==> src/rtl/scan_decoder.sv <==
// Registered N-to-2^N one-hot decoder with enable and an auto-scan mode that
// steps the decoded index through every output, holding each for dwell+1 cycles.
module scan_decoder #(
    parameter int N_SEL      = 3,
    parameter int DIV_W      = 8,
    parameter int ACTIVE_LOW = 0
) (
    input  logic                  clk,
    input  logic                  rst,
    input  logic                  En,
    input  logic                  mode,
    input  logic [N_SEL-1:0]      X,
    input  logic [DIV_W-1:0]      dwell,
    output logic [2**N_SEL-1:0]   O,
    output logic [N_SEL-1:0]      idx,
    output logic                  wrap
);

    localparam int unsigned W = 2**N_SEL;
    localparam logic [W-1:0] O_OFF = (ACTIVE_LOW != 0) ? {W{1'b1}} : {W{1'b0}};

    typedef enum logic [1:0] {
        IDLE,
        DIRECT,
        SCAN
    } state_t;

    state_t             state_q, state_d;
    logic [N_SEL-1:0]   idx_q, idx_d;
    logic [DIV_W-1:0]   cnt_q, cnt_d;
    logic               wrap_q, wrap_d;
    logic [W-1:0]       o_q, o_d;
    logic [W-1:0]       hot;

    always_comb begin
        state_d = state_q;
        idx_d   = idx_q;
        cnt_d   = cnt_q;
        wrap_d  = 1'b0;
        hot     = '0;

        if (!En) begin
            state_d = IDLE;
        end else if (!mode) begin
            state_d = DIRECT;
            idx_d   = X;
            cnt_d   = '0;
            hot[X]  = 1'b1;
        end else begin
            state_d = SCAN;
            // The edge entering SCAN only re-asserts O; stepping begins on the
            // next edge, so a resumed scan neither loses nor repeats an advance.
            if (state_q == SCAN) begin
                if (cnt_q >= dwell) begin
                    cnt_d  = '0;
                    idx_d  = idx_q + 1'b1;
                    wrap_d = (idx_q == '1);
                end else begin
                    cnt_d  = cnt_q + 1'b1;
                end
            end
            hot[idx_d] = 1'b1;
        end

        o_d = (ACTIVE_LOW != 0) ? ~hot : hot;
    end

    always_ff @(posedge clk) begin
        if (rst) begin
            state_q <= IDLE;
            idx_q   <= '0;
            cnt_q   <= '0;
            wrap_q  <= 1'b0;
            o_q     <= O_OFF;
        end else begin
            state_q <= state_d;
            idx_q   <= idx_d;
            cnt_q   <= cnt_d;
            wrap_q  <= wrap_d;
            o_q     <= o_d;
        end
    end

    assign O    = o_q;
    assign idx  = idx_q;
    assign wrap = wrap_q;

endmodule

==> config.mk <==
export PLATFORM = sky130hd
export DESIGN_NAME = scan_decoder
export DESIGN_NICKNAME = d
export VERILOG_FILES = /design/src/rtl/scan_decoder.sv
export SDC_FILE = /design/constraint.sdc
export NUM_CORES = 1
export LEC_CHECK = 0
export BUFFER_PORTS_ARGS = -buffer_cell sky130_fd_sc_hd__buf_4
export CAP_MARGIN = 20
export CELL_PAD_IN_SITES_DETAIL_PLACEMENT = 1
export CELL_PAD_IN_SITES_GLOBAL_PLACEMENT = 1
export CORE_ASPECT_RATIO = 0.9
export CORE_UTILIZATION = 41
export DETAILED_ROUTE_END_ITERATION = 10
export PLACE_DENSITY_LB_ADDON = 0.05
export SYNTH_ARGS = -nofsm -noshare
export SYNTH_HDL_FRONTEND = slang
export SYNTH_SLANG_ARGS = --single-unit
export TNS_END_PERCENT = 10
==> constraint.sdc <==
create_clock -name clk -period 2.4 [get_ports clk]
set_input_delay 0.12 -clock clk [delete_from_list [all_inputs] [get_ports clk]]
set_output_delay 0.12 -clock clk [all_outputs]
set_load 0.01 [all_outputs]
==> results.json <==
{
  "status": "finished clean",
  "final_cells": 217,
  "ys_seq_area_share_pct": 33.1,
  "crit_fanout": 9,
  "p_leak_uw": 0.000802,
  "worstMarginPinSlew_ns": 0.489,
  "hold_viol": 0,
  "path_clk_slew_ns": 0.13,
  "synth_warnings": 0,
  "place_congestion": 0.821,
  "seqPwrFrac_pct": 47.7,
  "avgSynthCellArea_sq_um": 9.38,
  "grt_pass1_wl_mm": 5.40,
  "max_cap_violations": 0,
  "wirelength_mm": 3.28,
  "via_per_inst": 5.29,
  "ys_seq_elements": 22,
  "antenna_cells": 0,
  "start_util_pct": 43.4,
  "ys_types": 41,
  "tritoncts": "yes",
  "die_h_um": 56.1,
  "wl_per_cell_um": 15.1,
  "area_growth_syn_to_layout_pct": 24.9,
  "clkLatencyLatePin_ns": 0.32,
  "p_comb_share_pct": 15.5,
  "cts_buffers": 3,
  "start_kind": "register",
  "period_share_pct": 93.9,
  "dp_cells": 210,
  "pwr_density_cell_nw_per_um2": 480,
  "coreArea_sq_um": 3070,
  "grt_remaining_overflow": 0,
  "crit_required_ns": 2.63,
  "fin_nets": 202,
  "arrival_ns": 2.48,
  "pin_count": 27,
  "drv_slew": 0,
  "p_int_uw": 602,
  "ir_drop_mv": 0.356,
  "final_core_util_pct": 54.2,
  "synthCells": 142,
  "hold_path_class": "input pin to register",
  "dpl_cell_area_sq_um": 1580,
  "drtAntennaViolNets": 0,
  "grt_pass1_vias": 1156,
  "power_switching_uw": 196,
  "dp_slack_ns": 0.0964,
  "vias": 1149,
  "clkPwrFrac_pct": 36.8,
  "sw_frac_of_total_pct": 24.6,
  "max_clock_freq_mhz": 444,
  "dr.pass1.iters": 4,
  "dieArea_sq_um": 3480,
  "track_usage_pct": 21.0,
  "rsz0062_at_grt": "no",
  "skew_ns": 0.00351,
  "drt_iter0_drc": 34,
  "cts.sinks": 22,
  "setup-tns-final_ns": 0,
  "cts_root_buf": "clkbuf_4",
  "synth_nets": 168,
  "clockBufferDepth": 2,
  "syn_area_sq_um": 1330,
  "dp_hpwl_mm": 2.67,
  "final_cell_area_sq_um": 1660,
  "setup_ws_ns": 0.147,
  "relSlewSlack_pct": 67.3,
  "timing.final.crit_period_ns": 2.25,
  "h-tree-depth": 1,
  "die_width_um": 62.1,
  "grt_max_degree": 16,
  "antenna_found_initial": 0,
  "end_kind": "register",
  "critPathKind": "register to register",
  "numPortBuffers": 26,
  "drive_gt1_share_pct": 26.9,
  "rows": 19,
  "drc": 0,
  "setup_viol": 0
}
## power by group through the flow
stage	clock network (uW)	registers (uW)	logic [uW]
2_1_floorplan	0	391	65.7
3_3_place_gp	0	389	114
3_5_place_dp	0	389	118
4_1_cts	299	381	120
5_1_grt	315	382	135
6_report	294	381	123
## logic make-up after synthesis
kind of cell               after synthesis  share of synthesized area, %
DFF                                     22                          33.1
adders and majority gates               11                          10.3
buffers and inverters                   15                          4.23
AOI/OAI and AO/OA                       25                          18.5
and+or+nand+nor                         56                          23.9
muxes                                    7                          6.02
xor gates and xnor gates                 6                          3.95
## registers in the layout, summed over array words and instances (netlist names)
signal and count:
state_q 2, idx 3, wrap 1, O 8
cnt_q 8
## Yosys cell counts, drive strengths merged
library cell / n / area share, %
o311ai: 1 / 2.0
a21o: 1 / 0.56
nand2b: 4 / 3.0
mux2i: 5 / 3.8
o21a: 2 / 1.1
mux2: 2 / 2.3
a21oi: 3 / 1.1
o22ai: 8 / 4.2
ha: 11 / 10
nand4: 4 / 2.3
o2bb2ai: 1 / 0.66
nor2b: 1 / 0.47
dfxtp: 22 / 33
and3: 3 / 1.5
nor3: 5 / 1.9
a32o: 2 / 1.5
nand2: 14 / 4.7
and2b: 2 / 1.1
nor2: 15 / 4.2
xnor2: 3 / 2.0
and2: 1 / 0.47
a221oi: 1 / 1.1
a41oi: 1 / 0.66
o32ai: 2 / 1.3
nor4: 1 / 0.94
nand3b: 1 / 0.56
a21boi: 1 / 0.56
clkbuf: 1 / 0.28
nand3: 3 / 1.5
xor2: 3 / 2.0
a2111oi: 1 / 2.1
o31ai: 1 / 1.6
nor3b: 2 / 1.1
inv: 14 / 3.9
## cell type report
| class | count | area, sq um |
|---|---|---|
| multi-input combinational | 105 | 835 |
| inverter | 14 | 52.6 |
| fill | 362 | 1400 |
| clock buffer | 3 | 22.5 |
| sequential | 22 | 440 |
| timing repair buffer | 30 | 230 |
| clock inverter | 1 | 30.0 |
| tap | 42 | 52.6 |
## path summary, 6_finish.rpt
path	startpoint	endpoint	slack (ns)	depth (start not counted)
hold / removal	X[2]	O[0]	0.05	2
hold reg to reg	cnt_q[7]	cnt_q[7]	0.55	2
setup / recovery	cnt_q[0]	O[1]	0.15	8
setup reg to reg	cnt_q[0]	O[1]	0.15	8
## layer usage
metal	track usage, %	vias up	share of wire [%]
met5	0	-	0
met4	4.76	0	1.1
met3	5.12	4	5.2
met2	31.9	30	45
met1	29.5	540	49
li1	-	575	-
## placed cells by master (no fill, tap or decap), drive strengths merged
master / synthesis / routed
a21o: 1 / 1
nor4: 1 / 1
a221oi: 1 / 1
nand3: 3 / 3
nand2: 14 / 14
a21oi: 3 / 3
a41oi: 1 / 1
mux2i: 5 / 5
dfxtp: 22 / 22
nand4: 4 / 4
nand3b: 1 / 1
xor2: 3 / 3
a2111oi: 1 / 1
and2: 1 / 1
o2bb2ai: 1 / 1
inv: 14 / 14
a32o: 2 / 2
o21a: 2 / 2
nor2: 15 / 15
nor3b: 2 / 2
mux2: 2 / 2
clkbuf: 1 / 3
nor3: 5 / 5
buf: 0 / 28
a21boi: 1 / 1
xnor2: 3 / 3
o32ai: 2 / 2
and3: 3 / 3
dlygate4sd3: 0 / 2
nand2b: 4 / 4
nor2b: 1 / 1
and2b: 2 / 2
ha: 11 / 11
o311ai: 1 / 1
o22ai: 8 / 8
bufinv: 0 / 1
o31ai: 1 / 1
## per-stage QoR
step / total power [uW] / hold WS, ns
after floorplan: 456 / 0.186
after CTS: 800 / 0.00133
final: 798 / 0.0467
after detailed placement: 507 / 0.320
after global placement: 502 / 0.316
after global routing: 832 / 0.0379
## worst max-delay path, cell delays in order, from the launching register on
cell and delay, ns:
dfxtp_1 0.42, inv_1 0.08, ha_1 0.28, nand2b_4 0.15
a2111oi_4 0.38, o311ai_4 0.20, nand2_4 0.20, mux2_4 0.32
o32ai_1 0.12
## timing repair
item                                   4_1_cts  5_1_grt
setup endpoints to repair                    0        5
endpoints found under the hold margin        2        1
buffers inserted                             0        1
hold buffers                                 1        1
gates resized for setup                      0        0
(Power assumes the default switching activity.)
